[src/rtl/cpu_types_pkg.sv]
// Shared CPU pipeline types: halt-sequencer states, latch stage indices and
// the per-stage bit-vector type used by the latch controller.
package cpu_types_pkg;

  typedef enum logic [1:0] {
    RUN    = 2'd0,
    DRAIN  = 2'd1,
    HALTED = 2'd2
  } pl_state_t;

  localparam int IFID  = 0;
  localparam int IDEX  = 1;
  localparam int EXMEM = 2;
  localparam int MEMWB = 3;

  typedef logic [3:0] stgvec_t;

  function automatic logic [2:0] popcount4(input stgvec_t v);
    return 3'(v[0]) + 3'(v[1]) + 3'(v[2]) + 3'(v[3]);
  endfunction

endpackage

[src/rtl/pipeline_latch_ctrl_if.sv]
// Hazard-unit request bundle in, latch strobes, tokens and counters out.
interface pipeline_latch_ctrl_if #(parameter int CNT_W = 32);
  import cpu_types_pkg::*;

  logic             ihit;
  logic             dhit;
  stgvec_t          flush_req;
  stgvec_t          freeze_req;
  logic             pc_freeze;
  logic             pc_en_bj;
  logic             id_halt;
  logic             pc_en;
  stgvec_t          lat_en;
  stgvec_t          lat_clr;
  stgvec_t          stg_valid;
  logic             halt;
  pl_state_t        state;
  logic [CNT_W-1:0] stall_cnt;
  logic [CNT_W-1:0] flush_cnt;

  modport plc (
    input  ihit, dhit, flush_req, freeze_req, pc_freeze, pc_en_bj, id_halt,
    output pc_en, lat_en, lat_clr, stg_valid, halt, state, stall_cnt, flush_cnt
  );

  modport tb (
    output ihit, dhit, flush_req, freeze_req, pc_freeze, pc_en_bj, id_halt,
    input  pc_en, lat_en, lat_clr, stg_valid, halt, state, stall_cnt, flush_cnt
  );

endinterface

[src/rtl/sat_counter.sv]
// Performance counter that adds 0..4 per enabled cycle and sticks at all-ones.
module sat_counter #(
  parameter int CNT_W = 32
) (
  input  logic             CLK,
  input  logic             nRST,
  input  logic             en,
  input  logic [2:0]       inc,
  output logic [CNT_W-1:0] cnt
);

  logic [CNT_W:0] sum;

  // One extra bit catches the carry-out so overflow clamps instead of wrapping.
  assign sum = {1'b0, cnt} + (CNT_W + 1)'(inc);

  always_ff @(posedge CLK or negedge nRST) begin
    if (!nRST) begin
      cnt <= '0;
    end else if (en) begin
      cnt <= sum[CNT_W] ? '1 : sum[CNT_W-1:0];
    end
  end

endmodule

[src/rtl/pipeline_latch_ctrl.sv]
// Converts per-stage flush/freeze requests into PC/latch strobes, tracks valid
// and halt tokens, sequences halt (RUN/DRAIN/HALTED) and counts stalls/flushes.
module pipeline_latch_ctrl
  import cpu_types_pkg::*;
#(
  parameter int CNT_W = 32,
  parameter int NSTG  = 4
) (
  input logic               CLK,
  input logic               nRST,
  pipeline_latch_ctrl_if.plc bus
);

  if (NSTG != 4) begin : g_nstg_check
    $error("pipeline_latch_ctrl supports only NSTG == 4");
  end

  pl_state_t state_q, state_d;
  stgvec_t   valid_q, valid_d;
  stgvec_t   htok_q, htok_d;
  stgvec_t   pend_q, pend_d;
  logic      redirect_q, redirect_d;
  stgvec_t   flush_hit;
  stgvec_t   prev_valid, prev_htok, bubble;
  logic      fetch_tok, go_drain, retire, wrong_path;
  logic [2:0] stall_inc, flush_inc;

  assign fetch_tok = bus.ihit & (state_q == RUN);
  assign go_drain  = (state_q == RUN) & bus.id_halt & ~bus.freeze_req[IFID]
                     & ~bus.flush_req[IFID] & ~pend_q[IFID];
  // The halt token is born in ID/EX, so IF/ID never carries one.
  assign prev_valid = {valid_q[2:0], fetch_tok};
  assign prev_htok  = {htok_q[2:1], go_drain, 1'b0};
  assign bubble     = {3'b000, ~fetch_tok};

  always_comb begin
    state_d    = state_q;
    valid_d    = valid_q;
    htok_d     = htok_q;
    pend_d     = pend_q;
    redirect_d = redirect_q;
    flush_hit  = '0;
    bus.pc_en  = 1'b0;
    bus.lat_en = '0;
    bus.lat_clr = '0;
    bus.halt   = 1'b0;
    retire     = 1'b0;
    wrong_path = 1'b0;

    if (!nRST) begin
      bus.lat_clr = '1;
    end else if (state_q == HALTED) begin
      bus.halt = 1'b1;
    end else begin
      for (int s = 0; s < 4; s++) begin
        if (bus.freeze_req[s]) begin
          pend_d[s] = pend_q[s] | bus.flush_req[s];
        end else if (bus.flush_req[s] | pend_q[s]) begin
          bus.lat_en[s]  = 1'b1;
          bus.lat_clr[s] = 1'b1;
          valid_d[s]     = 1'b0;
          htok_d[s]      = 1'b0;
          pend_d[s]      = 1'b0;
          flush_hit[s]   = 1'b1;
        end else begin
          bus.lat_en[s]  = 1'b1;
          bus.lat_clr[s] = bubble[s];
          valid_d[s]     = prev_valid[s];
          htok_d[s]      = prev_htok[s];
        end
      end

      bus.pc_en = (state_q == RUN) & ~bus.pc_freeze
                  & (bus.ihit | bus.pc_en_bj | redirect_q);
      // A redirect that lands under pc_freeze is remembered until the PC can load.
      if (bus.pc_freeze & bus.pc_en_bj) begin
        redirect_d = 1'b1;
      end else if (bus.pc_en) begin
        redirect_d = 1'b0;
      end

      retire     = htok_q[MEMWB] & ~bus.freeze_req[MEMWB] & bus.dhit;
      wrong_path = |(htok_q[2:0] & flush_hit[2:0]);
      case (state_q)
        RUN:     if (go_drain) state_d = DRAIN;
        DRAIN:   if (retire) state_d = HALTED;
                 else if (wrong_path) state_d = RUN;
        default: state_d = state_q;
      endcase
    end
  end

  always_ff @(posedge CLK or negedge nRST) begin
    if (!nRST) begin
      state_q    <= RUN;
      valid_q    <= '0;
      htok_q     <= '0;
      pend_q     <= '0;
      redirect_q <= 1'b0;
    end else begin
      state_q    <= state_d;
      valid_q    <= valid_d;
      htok_q     <= htok_d;
      pend_q     <= pend_d;
      redirect_q <= redirect_d;
    end
  end

  assign bus.stg_valid = valid_q;
  assign bus.state     = state_q;
  assign stall_inc     = {2'b00, (|bus.freeze_req) | bus.pc_freeze};
  assign flush_inc     = popcount4(flush_hit);

  sat_counter #(.CNT_W(CNT_W)) u_stall_cnt (
    .CLK  (CLK),
    .nRST (nRST),
    .en   (state_q != HALTED),
    .inc  (stall_inc),
    .cnt  (bus.stall_cnt)
  );

  sat_counter #(.CNT_W(CNT_W)) u_flush_cnt (
    .CLK  (CLK),
    .nRST (nRST),
    .en   (state_q != HALTED),
    .inc  (flush_inc),
    .cnt  (bus.flush_cnt)
  );

endmodule

[src/flat_wrapper.sv]
// flat-port wrapper written by rule: the top's interface ports become plain ports
module pipeline_latch_ctrl_flat import cpu_types_pkg::*;
#(
  parameter int CNT_W = 32,
  parameter int NSTG  = 4
)
  (CLK, nRST, bus_ihit, bus_dhit, bus_flush_req, bus_freeze_req, bus_pc_freeze, bus_pc_en_bj, bus_id_halt, bus_pc_en, bus_lat_en, bus_lat_clr, bus_stg_valid, bus_halt, bus_state, bus_stall_cnt, bus_flush_cnt);
  pipeline_latch_ctrl_if #(.CNT_W(CNT_W)) bus_i ();
  input logic CLK;
  input logic nRST;
  input wire logic [$bits(bus_i.ihit)-1:0] bus_ihit;
  input wire logic [$bits(bus_i.dhit)-1:0] bus_dhit;
  input wire logic [$bits(bus_i.flush_req)-1:0] bus_flush_req;
  input wire logic [$bits(bus_i.freeze_req)-1:0] bus_freeze_req;
  input wire logic [$bits(bus_i.pc_freeze)-1:0] bus_pc_freeze;
  input wire logic [$bits(bus_i.pc_en_bj)-1:0] bus_pc_en_bj;
  input wire logic [$bits(bus_i.id_halt)-1:0] bus_id_halt;
  output wire logic [$bits(bus_i.pc_en)-1:0] bus_pc_en;
  output wire logic [$bits(bus_i.lat_en)-1:0] bus_lat_en;
  output wire logic [$bits(bus_i.lat_clr)-1:0] bus_lat_clr;
  output wire logic [$bits(bus_i.stg_valid)-1:0] bus_stg_valid;
  output wire logic [$bits(bus_i.halt)-1:0] bus_halt;
  output wire logic [$bits(bus_i.state)-1:0] bus_state;
  output wire logic [$bits(bus_i.stall_cnt)-1:0] bus_stall_cnt;
  output wire logic [$bits(bus_i.flush_cnt)-1:0] bus_flush_cnt;
  assign bus_i.ihit = bus_ihit;
  assign bus_i.dhit = bus_dhit;
  assign bus_i.flush_req = bus_flush_req;
  assign bus_i.freeze_req = bus_freeze_req;
  assign bus_i.pc_freeze = bus_pc_freeze;
  assign bus_i.pc_en_bj = bus_pc_en_bj;
  assign bus_i.id_halt = bus_id_halt;
  assign bus_pc_en = bus_i.pc_en;
  assign bus_lat_en = bus_i.lat_en;
  assign bus_lat_clr = bus_i.lat_clr;
  assign bus_stg_valid = bus_i.stg_valid;
  assign bus_halt = bus_i.halt;
  assign bus_state = bus_i.state;
  assign bus_stall_cnt = bus_i.stall_cnt;
  assign bus_flush_cnt = bus_i.flush_cnt;
  pipeline_latch_ctrl #(.CNT_W(CNT_W), .NSTG(NSTG)) u_core (.CLK(CLK), .nRST(nRST), .bus(bus_i));
endmodule
[config.mk]
export PLATFORM = sky130hd
export DESIGN_NAME = pipeline_latch_ctrl_flat
export DESIGN_NICKNAME = d
export VERILOG_FILES = /design/src/rtl/cpu_types_pkg.sv /design/src/rtl/pipeline_latch_ctrl_if.sv /design/src/rtl/sat_counter.sv /design/src/rtl/pipeline_latch_ctrl.sv /design/src/flat_wrapper.sv
export SDC_FILE = /design/constraint.sdc
export NUM_CORES = 1
export LEC_CHECK = 0
export BUFFER_PORTS_ARGS = -buffer_cell sky130_fd_sc_hd__buf_2
export CORE_UTILIZATION = 38
export DETAILED_ROUTE_END_ITERATION = 8
export HOLD_SLACK_MARGIN = 0.08
export RECOVER_POWER = 25
export SLEW_MARGIN = 0
export SYNTH_ARGS = -nofsm -noshare
export SYNTH_HDL_FRONTEND = slang
export SYNTH_HIERARCHICAL = 1
export SYNTH_SLANG_ARGS = --single-unit
[constraint.sdc]
create_clock -name CLK -period 10.7 [get_ports CLK]
set_clock_uncertainty 0.05 [all_clocks]
set_input_delay 2.14 -clock CLK [delete_from_list [all_inputs] [get_ports CLK]]
set_output_delay 2.14 -clock CLK [all_outputs]
set_load 0.05 [all_outputs]
==> results of run 1 <==
-- placed cells by master (no fill, tap or decap), types with 5 or more instances in the layout --
cell | Yosys | layout
sky130_fd_sc_hd__a21oi_1 | 14 | 14
sky130_fd_sc_hd__xnor2_1 | 11 | 11
sky130_fd_sc_hd__dfrtp_1 | 78 | 78
sky130_fd_sc_hd__xor2_1 | 13 | 13
sky130_fd_sc_hd__and4_1 | 6 | 6
sky130_fd_sc_hd__o31ai_1 | 5 | 5
sky130_fd_sc_hd__mux2i_1 | 9 | 9
sky130_fd_sc_hd__or3_1 | 6 | 6
sky130_fd_sc_hd__nand4_1 | 15 | 15
sky130_fd_sc_hd__nand2_1 | 66 | 66
sky130_fd_sc_hd__inv_1 | 17 | 18
sky130_fd_sc_hd__nor2_1 | 23 | 23
sky130_fd_sc_hd__clkbuf_16 | 0 | 9
sky130_fd_sc_hd__buf_2 | 5 | 93
sky130_fd_sc_hd__nand3_1 | 26 | 26
sky130_fd_sc_hd__ha_1 | 8 | 8
sky130_fd_sc_hd__nor3_1 | 11 | 11
sky130_fd_sc_hd__and3_1 | 7 | 7
sky130_fd_sc_hd__a31oi_1 | 13 | 13
sky130_fd_sc_hd__nand2b_1 | 5 | 5
sky130_fd_sc_hd__o21ai_0 | 17 | 18
sky130_fd_sc_hd__mux2_1 | 6 | 6
sky130_fd_sc_hd__a41oi_1 | 5 | 5
-- Yosys cell counts, types with 9 or more instances --
master,n,area [um^2]
sky130_fd_sc_hd__a21oi_1,14,70.1
sky130_fd_sc_hd__a31oi_1,13,81.3
sky130_fd_sc_hd__dfrtp_1,78,1950
sky130_fd_sc_hd__inv_1,17,63.8
sky130_fd_sc_hd__mux2i_1,9,90.1
sky130_fd_sc_hd__nand2_1,66,248
sky130_fd_sc_hd__nand3_1,26,130
sky130_fd_sc_hd__nand4_1,15,93.8
sky130_fd_sc_hd__nor2_1,23,86.3
sky130_fd_sc_hd__nor3_1,11,55.1
sky130_fd_sc_hd__o21ai_0,17,85.1
sky130_fd_sc_hd__xnor2_1,11,96.3
sky130_fd_sc_hd__xor2_1,13,114
-- cell type report --
cell class              instances  area, um^2  share of cell area, %
multi-input cells             348        2360                   44.0
flip-flops and latches         78        1950                   36.3
repair buffers                 96         480                   8.94
clock buffers                  11         253                   4.70
well taps                     143         179                   3.33
inverters                      19        76.3                   1.42
clock inverters                 4        70.1                   1.30
-- registers in the layout, indices dropped and copies added (netlist names) --
register,flops
u_core/u_flush_cnt/cnt,32
u_core/u_stall_cnt/cnt,32
u_core/bus.stg_valid,4
u_core/pend_q,4
u_core/htok_q,3
u_core/bus.state,2
u_core/redirect_q,1
-- worst min-delay path by stage --
stage	start	to	slack (ps)	depth (start not counted)
2_1_floorplan	u_core/pend_q[3]$_DFFE_PN0P_	u_core/pend_q[3]$_DFFE_PN0P_	410	2
6_report	u_core/pend_q[3]$_DFFE_PN0P_	u_core/pend_q[3]$_DFFE_PN0P_	450	2
3_5_place_dp	u_core/pend_q[3]$_DFFE_PN0P_	u_core/pend_q[3]$_DFFE_PN0P_	440	2
5_1_grt	u_core/pend_q[3]$_DFFE_PN0P_	u_core/pend_q[3]$_DFFE_PN0P_	480	2
4_1_cts	u_core/pend_q[3]$_DFFE_PN0P_	u_core/pend_q[3]$_DFFE_PN0P_	460	2
3_3_place_gp	u_core/pend_q[3]$_DFFE_PN0P_	u_core/pend_q[3]$_DFFE_PN0P_	430	2
-- layer usage --
layer  GRT usage [%]  part of all wire, %
met5               0                    0
met4            7.73                  2.0
met3            3.66                  4.3
met2            28.5                   47
met1            26.0                   47
-- worst register-to-register path: stages, from the launching register on --
cell and delay (ps):
sky130_fd_sc_hd__dfrtp_1 440, sky130_fd_sc_hd__nor2b_2 630, sky130_fd_sc_hd__clkinv_4 370, sky130_fd_sc_hd__nand2_2 160, sky130_fd_sc_hd__or3_1 140, sky130_fd_sc_hd__fa_1 410, sky130_fd_sc_hd__inv_1 70, sky130_fd_sc_hd__ha_1 130
sky130_fd_sc_hd__ha_1 210, sky130_fd_sc_hd__fa_1 230, sky130_fd_sc_hd__a21oi_1 120, sky130_fd_sc_hd__nor4_4 540, sky130_fd_sc_hd__nand3_2 220, sky130_fd_sc_hd__nor3_1 190, sky130_fd_sc_hd__mux2_2 350
-- through the flow --
| stage | hold WS (ps) | worst slack [ps] | area, um^2 |
|---|---|---|---|
| 5_1_grt | 479 | 2780 | 5380 |
| 3_3_place_gp | 433 | 4650 | 5060 |
| 4_1_cts | 460 | 4900 | 5380 |
| 6_report | 454 | 3430 | 5380 |
| 3_5_place_dp | 445 | 4560 | 5060 |
| 2_1_floorplan | 413 | 4820 | 4500 |
-- cell families (layout without fill, tap and decap cells) --
family	count (synthesis)	count (layout)	synth area share, %
buffers and inverters	33	130	4.01
adder cells (fa/ha/maj)	11	11	3.57
XOR/XNOR	24	24	4.68
AO/OA/AOI/OAI	81	81	12.5
multiplexers	19	19	4.51
other	1	3	0.0835
AND/OR/NAND/NOR	210	210	27.1
flip-flops	78	78	43.5
-- power by group --
group	switching [mW]	total (mW)	leakage, nW	internal, mW
clock	0.116	0.331	0.161	0.215
sequential	0.0466	0.377	1.03	0.330
combinational	0.245	0.344	1.50	0.0998
total	0.407	1.05	2.69	0.645
==> impl_results.html, run 1 <==
<table>
<tr><th>Metric</th><th>Value</th></tr>
<tr><th colspan="2">Routing</th></tr>
<tr><td>Number of nets with antenna violations after detailed routing</td><td>0</td></tr>
<tr><td>DR vias</td><td>3,851</td></tr>
<tr><td>DRC violation count after routing</td><td>0</td></tr>
<tr><td>Routed length per instance</td><td>15.6 um</td></tr>
<tr><td>Avg Vias per Cell</td><td>5.51</td></tr>
<tr><td>Number of DRC violations after detailed-routing iteration 0</td><td>185</td></tr>
<tr><td>DRT Pass-1 Iters</td><td>4</td></tr>
<tr><td>Wire length after detailed routing</td><td>10,900 um</td></tr>
<tr><th colspan="2">Place</th></tr>
<tr><td>Number of port buffers</td><td>94</td></tr>
<tr><td>Post-detailed-placement half-perimeter wirelength</td><td>7860 um</td></tr>
<tr><td>Placer congestion estimate</td><td>0.881</td></tr>
<tr><td># placed instances</td><td>684</td></tr>
<tr><th colspan="2">Timing</th></tr>
<tr><td>Fin crit share</td><td>68.0%</td></tr>
<tr><td>Aggregate negative setup slack</td><td>0 ps</td></tr>
<tr><td>Crit path time final</td><td>7270 ps</td></tr>
<tr><td>Number of failing setup endpoints in the final timing report</td><td>0</td></tr>
<tr><td>Final Hold Violating Endpoints</td><td>0</td></tr>
<tr><td>Transition at the pin with the smallest max-transition slack</td><td>2880 ps</td></tr>
<tr><td>Unrepaired setup endpoints after global routing</td><td>no</td></tr>
<tr><td>Fmax</td><td>0.137 GHz</td></tr>
<tr><td>Slew Limit Fails</td><td>96</td></tr>
<tr><td>Worst slew margin relative to its limit</td><td>-91.9%</td></tr>
<tr><th colspan="2">Synth</th></tr>
<tr><td>Warning count from the yosys run</td><td>6</td></tr>
<tr><td>EDFF count, synth</td><td>0</td></tr>
<tr><td>Post-synthesis cell count</td><td>457</td></tr>
<tr><td>Combined area of all synthesized cells</td><td>4490 um^2</td></tr>
<tr><td>Main synth FF type</td><td>sky130_fd_sc_hd__dfrtp_1</td></tr>
<tr><td>Register bit total from synthesis</td><td>78</td></tr>
<tr><td>Avg Inst Size Synth</td><td>9.82 um^2</td></tr>
<tr><td>Netlist cell types</td><td>71</td></tr>
<tr><td>FFs w/ async S/R, synth</td><td>100%</td></tr>
<tr><td>Post-synthesis sequential area ratio</td><td>43.5%</td></tr>
<tr><th colspan="2">Finish</th></tr>
<tr><td>Core utilization of the finished layout</td><td>46.9%</td></tr>
<tr><td>Fillcell total</td><td>1,076</td></tr>
<tr><td>Non-filler cells, final</td><td>699</td></tr>
<tr><td>Count of inserted antenna diode cells</td><td>0</td></tr>
<tr><td>Area delta synth-&gt;final</td><td>19.7%</td></tr>
<tr><td># nets final</td><td>578</td></tr>
<tr><td>Share of cells above drive strength 1</td><td>26.8%</td></tr>
<tr><th colspan="2">Outcome</th></tr>
<tr><td>Run status</td><td>finished, violations left</td></tr>
<tr><td>Violations in the final reports</td><td>capacitance limit, slew limit</td></tr>
<tr><th colspan="2">Clocking</th></tr>
<tr><td>Clock root buffer</td><td>sky130_fd_sc_hd__clkbuf_16</td></tr>
<tr><td>Number of buffers inserted by hold repair at cts</td><td>0</td></tr>
<tr><td>CTS tree</td><td>built</td></tr>
<tr><td>H-tree depth</td><td>3</td></tr>
<tr><td>Number of buffers inserted to repair setup after CTS</td><td>0</td></tr>
<tr><td>Number of buffers created by CTS</td><td>9</td></tr>
<tr><td>CTS resizes</td><td>0</td></tr>
<tr><td>Clock-pin slew of the registers on the worst-case setup and hold paths</td><td>60 ps</td></tr>
<tr><td>Clock latency reported for the late side of the worst-skew pair</td><td>330 ps</td></tr>
<tr><td>Number of sinks handled by clock tree synthesis</td><td>78</td></tr>
<tr><td>Clock tree buffer depth</td><td>2</td></tr>
<tr><th colspan="2">Setup path</th></tr>
<tr><td>Kind of cell with the highest combined delay on the critical path</td><td>buffers and inverters</td></tr>
<tr><td>Critical path startpoint category</td><td>primary input</td></tr>
<tr><td>List of cells traversed by the critical path</td><td>clkbuf_1 -&gt; inv_1 -&gt; nor3_4 -&gt; o21ai_0 -&gt; fa_1 -&gt; inv_1 -&gt; ha_1 -&gt; ha_1 -&gt; fa_1 -&gt; a21oi_1 -&gt; nor4_4 -&gt; nand3_2 -&gt; nor3_1 -&gt; mux2_2</td></tr>
<tr><td>Slowest CP cell</td><td>sky130_fd_sc_hd__clkbuf_1</td></tr>
<tr><td>Crit path capture</td><td>u_core/u_flush_cnt/cnt[30]$_DFFE_PN0P_</td></tr>
<tr><td>Critical path data arrival time</td><td>7440 ps</td></tr>
<tr><td>Worst r2r path cells</td><td>14</td></tr>
<tr><td>Register-to-register setup slack</td><td>6310 ps</td></tr>
<tr><td>Data required time of the worst path</td><td>10,860 ps</td></tr>
<tr><td>WP depth</td><td>14</td></tr>
<tr><td>Endpoint class of the critical path</td><td>flop</td></tr>
<tr><td>Bufs and invs on worst path</td><td>3</td></tr>
<tr><td>Worst flop-to-flop path startpoint</td><td>u_core/bus.state[1]$_DFFE_PN0P_</td></tr>
<tr><td>Crit path launch</td><td>nRST</td></tr>
<tr><td>Crit-path max FO</td><td>40</td></tr>
<tr><td>Type of the setup path with the least slack</td><td>primary input to flop</td></tr>
<tr><td>Worst reg2reg path endpoint</td><td>u_core/u_flush_cnt/cnt[30]$_DFFE_PN0P_</td></tr>
<tr><td>Largest incremental delay on the critical path</td><td>1310 ps</td></tr>
<tr><th colspan="2">Floorplanning</th></tr>
<tr><td>Initial Util</td><td>39.1%</td></tr>
<tr><td>Core region area</td><td>11,500 um^2</td></tr>
<tr><td>Std-Cell Rows</td><td>39</td></tr>
<tr><td>Area of the die</td><td>12,300 um^2</td></tr>
<tr><td>Horizontal extent of the die</td><td>111 um</td></tr>
<tr><td>I/O pin count</td><td>95</td></tr>
<tr><td>Overall die height</td><td>111 um</td></tr>
<tr><th colspan="2">GRT</th></tr>
<tr><td>GRT Overall Usage</td><td>18.7%</td></tr>
<tr><td>Overflow left after global routing</td><td>0</td></tr>
<tr><td>Via count of the first global-routing pass</td><td>3,682</td></tr>
<tr><td>Global-route wire length before repair</td><td>18,600 um</td></tr>
<tr><td>Antenna violations before repair</td><td>0</td></tr>
<tr><td>Largest net degree at the start of global routing</td><td>55</td></tr>
<tr><th colspan="2">Hold path</th></tr>
<tr><td>Hold Crit Class</td><td>flop to flop</td></tr>
<tr><th colspan="2">Pwr</th></tr>
<tr><td>Leakage Power</td><td>2.69 nW</td></tr>
<tr><td>Worst ir drop on vdd</td><td>0.000196 V</td></tr>
<tr><td>Power density over cell area</td><td>196 nW/um^2</td></tr>
<tr><td>Final total power</td><td>1.05 mW</td></tr>
<tr><th colspan="2">Run</th></tr>
<tr><td>MaxCap Viol Count</td><td>2</td></tr>
</table>
No activity file was read; power rests on OpenSTA's default activity.
==> run 2: changes to the inputs <==
- ABC_AREA: default -> 1
- clock period: 10.7 -> 7.55 ns (I/O delays scaled with it)
==> impl_results.html, run 2 <==
<table>
<tr><th>Metric</th><th>Value</th></tr>
<tr><th colspan="2">Timing</th></tr>
<tr><td>Number of failing setup endpoints in the final timing report</td><td>0 (unchanged)</td></tr>
<tr><td>Fin crit share</td><td>74.6%</td></tr>
<tr><td>Aggregate negative setup slack</td><td>0 ps (unchanged)</td></tr>
<tr><td>Fmax</td><td>0.178 GHz</td></tr>
<tr><td>Worst Slack Setup Final</td><td>1920 ps (-1510 ps)</td></tr>
<tr><td>Worst slew margin relative to its limit</td><td>1.26% (+93 points)</td></tr>
<tr><td>Crit path time final</td><td>5630 ps</td></tr>
<tr><td>Slew Limit Fails</td><td>0 (-100%)</td></tr>
<tr><td>Unrepaired setup endpoints after global routing</td><td>no</td></tr>
<tr><td>Final Hold Violating Endpoints</td><td>0 (unchanged)</td></tr>
<tr><td>Transition at the pin with the smallest max-transition slack</td><td>1480 ps (-1400 ps)</td></tr>
<tr><th colspan="2">Routing</th></tr>
<tr><td>DR vias</td><td>4,716 (+22%)</td></tr>
<tr><td>Number of DRC violations after detailed-routing iteration 0</td><td>262 (+42%)</td></tr>
<tr><td>DRT Pass-1 Iters</td><td>5 (+1)</td></tr>
<tr><td>Wire length after detailed routing</td><td>13,000 um (+19%)</td></tr>
<tr><td>DRC violation count after routing</td><td>0 (unchanged)</td></tr>
<tr><td>Avg Vias per Cell</td><td>4.99 (-9.5%)</td></tr>
<tr><td>Number of nets with antenna violations after detailed routing</td><td>0 (unchanged)</td></tr>
<tr><td>Routed length per instance</td><td>13.7 um (-12%)</td></tr>
<tr><th colspan="2">GRT</th></tr>
<tr><td>Via count of the first global-routing pass</td><td>4,431 (+20%)</td></tr>
<tr><td>Overflow left after global routing</td><td>0 (unchanged)</td></tr>
<tr><td>Largest net degree at the start of global routing</td><td>63 (+15%)</td></tr>
<tr><td>GRT Overall Usage</td><td>20.2% (+1.5 points)</td></tr>
<tr><td>Global-route wire length before repair</td><td>21,400 um (+16%)</td></tr>
<tr><td>Antenna violations before repair</td><td>0 (unchanged)</td></tr>
<tr><th colspan="2">Setup path</th></tr>
<tr><td>Type of the setup path with the least slack</td><td>primary input to flop</td></tr>
<tr><td>Endpoint class of the critical path</td><td>flop</td></tr>
<tr><td>Data required time of the worst path</td><td>7720 ps (-3140 ps)</td></tr>
<tr><td>Critical path data arrival time</td><td>5800 ps (-1640 ps)</td></tr>
<tr><td>Critical path startpoint category</td><td>primary input</td></tr>
<tr><td>Crit-path max FO</td><td>26 (-35%)</td></tr>
<tr><th colspan="2">Synth</th></tr>
<tr><td>Main synth FF type</td><td>sky130_fd_sc_hd__dfrtp_1</td></tr>
<tr><td>Netlist cell types</td><td>38 (-46%)</td></tr>
<tr><td>Avg Inst Size Synth</td><td>7.53 um^2 (-23%)</td></tr>
<tr><td>Combined area of all synthesized cells</td><td>5050 um^2 (+13%)</td></tr>
<tr><td>FFs w/ async S/R, synth</td><td>100% (unchanged)</td></tr>
<tr><td>Yosys top cell by area</td><td>sky130_fd_sc_hd__dfrtp_1</td></tr>
<tr><td>Top cell types by occurrence after synthesis</td><td>sky130_fd_sc_hd__nand2_1 (198), sky130_fd_sc_hd__dfrtp_1 (78), sky130_fd_sc_hd__inv_1 (77), sky130_fd_sc_hd__nand3_1 (72), sky130_fd_sc_hd__nor2_1 (72)</td></tr>
<tr><td>Post-synthesis cell count</td><td>671 (+47%)</td></tr>
<tr><td>Post-synthesis sequential area ratio</td><td>38.6% (-4.8 points)</td></tr>
<tr><td>Share of the synthesized area in the top cell type</td><td>38.6% (-4.8 points)</td></tr>
<tr><td>EDFF count, synth</td><td>0 (unchanged)</td></tr>
<tr><td>Warning count from the yosys run</td><td>6 (unchanged)</td></tr>
<tr><td>Register bit total from synthesis</td><td>78 (unchanged)</td></tr>
<tr><td>Top area cells in the synthesized netlist</td><td>sky130_fd_sc_hd__dfrtp_1 (39%), sky130_fd_sc_hd__nand2_1 (15%), sky130_fd_sc_hd__nand3_1 (7.1%)</td></tr>
<tr><td>Count leader, synth</td><td>sky130_fd_sc_hd__nand2_1</td></tr>
<tr><th colspan="2">Clocking</th></tr>
<tr><td>Clock latency reported for the late side of the worst-skew pair</td><td>340 ps (about the same)</td></tr>
<tr><td>Number of buffers inserted to repair setup after CTS</td><td>0 (unchanged)</td></tr>
<tr><td>Number of buffers inserted by hold repair at cts</td><td>0 (unchanged)</td></tr>
<tr><td>Clock-pin slew of the registers on the worst-case setup and hold paths</td><td>60 ps (about the same)</td></tr>
<tr><td>CTS tree</td><td>built</td></tr>
<tr><td>Number of sinks handled by clock tree synthesis</td><td>78 (unchanged)</td></tr>
<tr><td>Number of buffers created by CTS</td><td>9 (unchanged)</td></tr>
<tr><td>CTS resizes</td><td>0 (unchanged)</td></tr>
<tr><td>Clock root buffer</td><td>sky130_fd_sc_hd__clkbuf_16</td></tr>
<tr><td>H-tree depth</td><td>3 (unchanged)</td></tr>
<tr><td>Clock tree buffer depth</td><td>2 (unchanged)</td></tr>
<tr><th colspan="2">Finish</th></tr>
<tr><td>Fillcell total</td><td>1,269 (+18%)</td></tr>
<tr><td>Count of inserted antenna diode cells</td><td>0 (unchanged)</td></tr>
<tr><td>Share of cells above drive strength 1</td><td>21.1% (-5.7 points)</td></tr>
<tr><td>Biggest registers after layout</td><td>u_core/u_flush_cnt/cnt x32, u_core/u_stall_cnt/cnt x32</td></tr>
<tr><td>Area delta synth-&gt;final</td><td>17.6%</td></tr>
<tr><td># nets final</td><td>796 (+38%)</td></tr>
<tr><td>Leading cell type in the layout, fill and taps excluded</td><td>sky130_fd_sc_hd__nand2_1</td></tr>
<tr><td>Leading cell types in the layout, fill and taps excluded</td><td>sky130_fd_sc_hd__nand2_1 (198), sky130_fd_sc_hd__buf_2 (93), sky130_fd_sc_hd__dfrtp_1 (78)</td></tr>
<tr><th colspan="2">Floorplanning</th></tr>
<tr><td>Core region area</td><td>12,800 um^2 (+11%)</td></tr>
<tr><td>Initial Util</td><td>39.5% (+0.39 points)</td></tr>
<tr><td>Area of the die</td><td>13,800 um^2 (+12%)</td></tr>
<tr><td>I/O pin count</td><td>95 (unchanged)</td></tr>
<tr><td>Horizontal extent of the die</td><td>117 um (+6.0%)</td></tr>
<tr><td>Overall die height</td><td>117 um (+6.0%)</td></tr>
<tr><td>Std-Cell Rows</td><td>41 (+5.1%)</td></tr>
<tr><th colspan="2">Place</th></tr>
<tr><td>Placer congestion estimate</td><td>0.841 (-4.5%)</td></tr>
<tr><td>Setup Slack @ Placement</td><td>2530 ps (-2020 ps)</td></tr>
<tr><td>Post-detailed-placement half-perimeter wirelength</td><td>9610 um (+22%)</td></tr>
<tr><td>Number of port buffers</td><td>94 (unchanged)</td></tr>
<tr><th colspan="2">Pwr</th></tr>
<tr><td>Combinational cell fraction of total power</td><td>3.7% (-29 points)</td></tr>
<tr><td>Power density over cell area</td><td>149 nW/um^2 (-24%)</td></tr>
<tr><td>Fraction of power consumed by the clock network</td><td>48.8% (+17 points)</td></tr>
<tr><td>Worst ir drop on vdd</td><td>0.000156 V (-20%)</td></tr>
<tr><td>Sequential share of power</td><td>47.4% (+12 points)</td></tr>
<tr><td>Leakage Power</td><td>3.23 nW (+20%)</td></tr>
<tr><td>Internal power summed over all cells</td><td>0.689 mW (+6.9%)</td></tr>
<tr><td>Switch Pwr</td><td>0.193 mW (-53%)</td></tr>
<tr><td>Switching Fraction</td><td>21.9% (-17 points)</td></tr>
<tr><th colspan="2">Run</th></tr>
<tr><td>MaxCap Viol Count</td><td>0 (-2)</td></tr>
<tr><th colspan="2">Outcome</th></tr>
<tr><td>Run status</td><td>completed</td></tr>
<tr><th colspan="2">Hold path</th></tr>
<tr><td>Hold Crit Class</td><td>flop to flop</td></tr>
</table>
[run 2: cell types whose count changed after synthesis, moves of 8 or more]
cell / change
sky130_fd_sc_hd__nand3_2: +14
sky130_fd_sc_hd__nor2_1: +49
sky130_fd_sc_hd__a31oi_1: -13
sky130_fd_sc_hd__mux2i_1: -9
sky130_fd_sc_hd__inv_1: +60
sky130_fd_sc_hd__nand2_1: +132
sky130_fd_sc_hd__nand3_1: +46
sky130_fd_sc_hd__a21oi_1: -10
sky130_fd_sc_hd__nor2_4: +8
sky130_fd_sc_hd__nand3b_1: +14
[run 2: final timing paths]
check	start	to	slack, ps	cells past startpoint
min in group asynchronous	nRST	u_core/u_flush_cnt/cnt[22]$_DFFE_PN0P_	1470	1
worst max register to register	u_core/bus.state[0]$_DFFE_PN0P_	u_core/u_flush_cnt/cnt[13]$_DFFE_PN0P_	3420	17
worst min register to register	u_core/redirect_q$_DFFE_PN0P_	u_core/redirect_q$_DFFE_PN0P_	450	2
worst min-delay path	u_core/redirect_q$_DFFE_PN0P_	u_core/redirect_q$_DFFE_PN0P_	450	2
max in group asynchronous	nRST	u_core/u_stall_cnt/cnt[30]$_DFFE_PN0P_	4470	2
worst max-delay path	nRST	u_core/u_flush_cnt/cnt[13]$_DFFE_PN0P_	1920	16
[run 2: layer usage]
| metal | up-vias | GRT usage [%] | share of wire, % |
|---|---|---|---|
| li1 | 2348 | - | - |
| met1 | 2214 | 25.9 | 46 |
| met2 | 139 | 33.7 | 47 |
| met3 | 15 | 5.10 | 5.9 |
| met4 | 0 | 5.82 | 1.5 |
| met5 | - | 0 | 0 |
[run 2: through the flow]
| step | std cells | power, mW | utilization, % | area [um^2] | hold WS, ps |
|---|---|---|---|---|---|
| 2_1_floorplan | 673 | 0.442 | - | 5060 | 406 |
| 3_3_place_gp | 931 | 0.460 | 44.4 | 5670 | 427 |
| 3_5_place_dp | 931 | 0.460 | 44.4 | 5670 | 432 |
| 4_1_cts | 946 | 0.898 | 46.7 | 5960 | 448 |
| 5_1_grt | 946 | 0.918 | 46.5 | 5940 | 480 |
| 6_report | 946 | 0.883 | 46.5 | 5940 | 452 |
[run 2: cell type report]
cell class / count / area [um^2] / share of cell area (%)
Multi-Input combinational cell: 508 / 2710 / 45.6
Sequential cell: 78 / 1950 / 32.9
Timing Repair Buffer: 95 / 477 / 8.03
Tap cell: 172 / 215 / 3.62
Clock inverter: 3 / 45.0 / 0.758
Inverter: 78 / 293 / 4.93
Clock buffer: 12 / 246 / 4.15
[run 2: worst max-delay path: stages]
cell and delay, ps:
sky130_fd_sc_hd__clkbuf_1 1040, sky130_fd_sc_hd__nand2_4 290, sky130_fd_sc_hd__nor2_1 310, sky130_fd_sc_hd__o21ai_0 190, sky130_fd_sc_hd__fa_1 560, sky130_fd_sc_hd__inv_1 50
sky130_fd_sc_hd__ha_1 190, sky130_fd_sc_hd__ha_1 310, sky130_fd_sc_hd__ha_1 310, sky130_fd_sc_hd__nand2_1 50, sky130_fd_sc_hd__nand2_1 60, sky130_fd_sc_hd__nand2_1 70
sky130_fd_sc_hd__nor2_1 530, sky130_fd_sc_hd__nand3_1 160, sky130_fd_sc_hd__nand2_1 100, sky130_fd_sc_hd__nand3_1 60
[run 2: logic make-up (layout without fill, tap and decap cells)]
logic type	count (synthesis)	after routing	synth area share (%)
AND/OR/NAND/NOR	444	444	43.9
buffers and inverters	87	188	7.48
flip-flops	78	78	38.6
AO/OA/AOI/OAI	32	32	3.64
XOR/XNOR	18	18	3.12
adder cells (fa/ha/maj)	11	11	3.17
other	1	3	0.0742
[run 2: power by group through the flow]
| stage | Combinational (mW) | Clock [mW] | Sequential [mW] |
|---|---|---|---|
| 6_report | 0.0329 | 0.431 | 0.419 |
| 5_1_grt | 0.0371 | 0.462 | 0.418 |
| 4_1_cts | 0.0340 | 0.446 | 0.419 |
| 3_5_place_dp | 0.0340 | 0 | 0.426 |
| 3_3_place_gp | 0.0337 | 0 | 0.426 |
| 2_1_floorplan | 0.0146 | 0 | 0.427 |
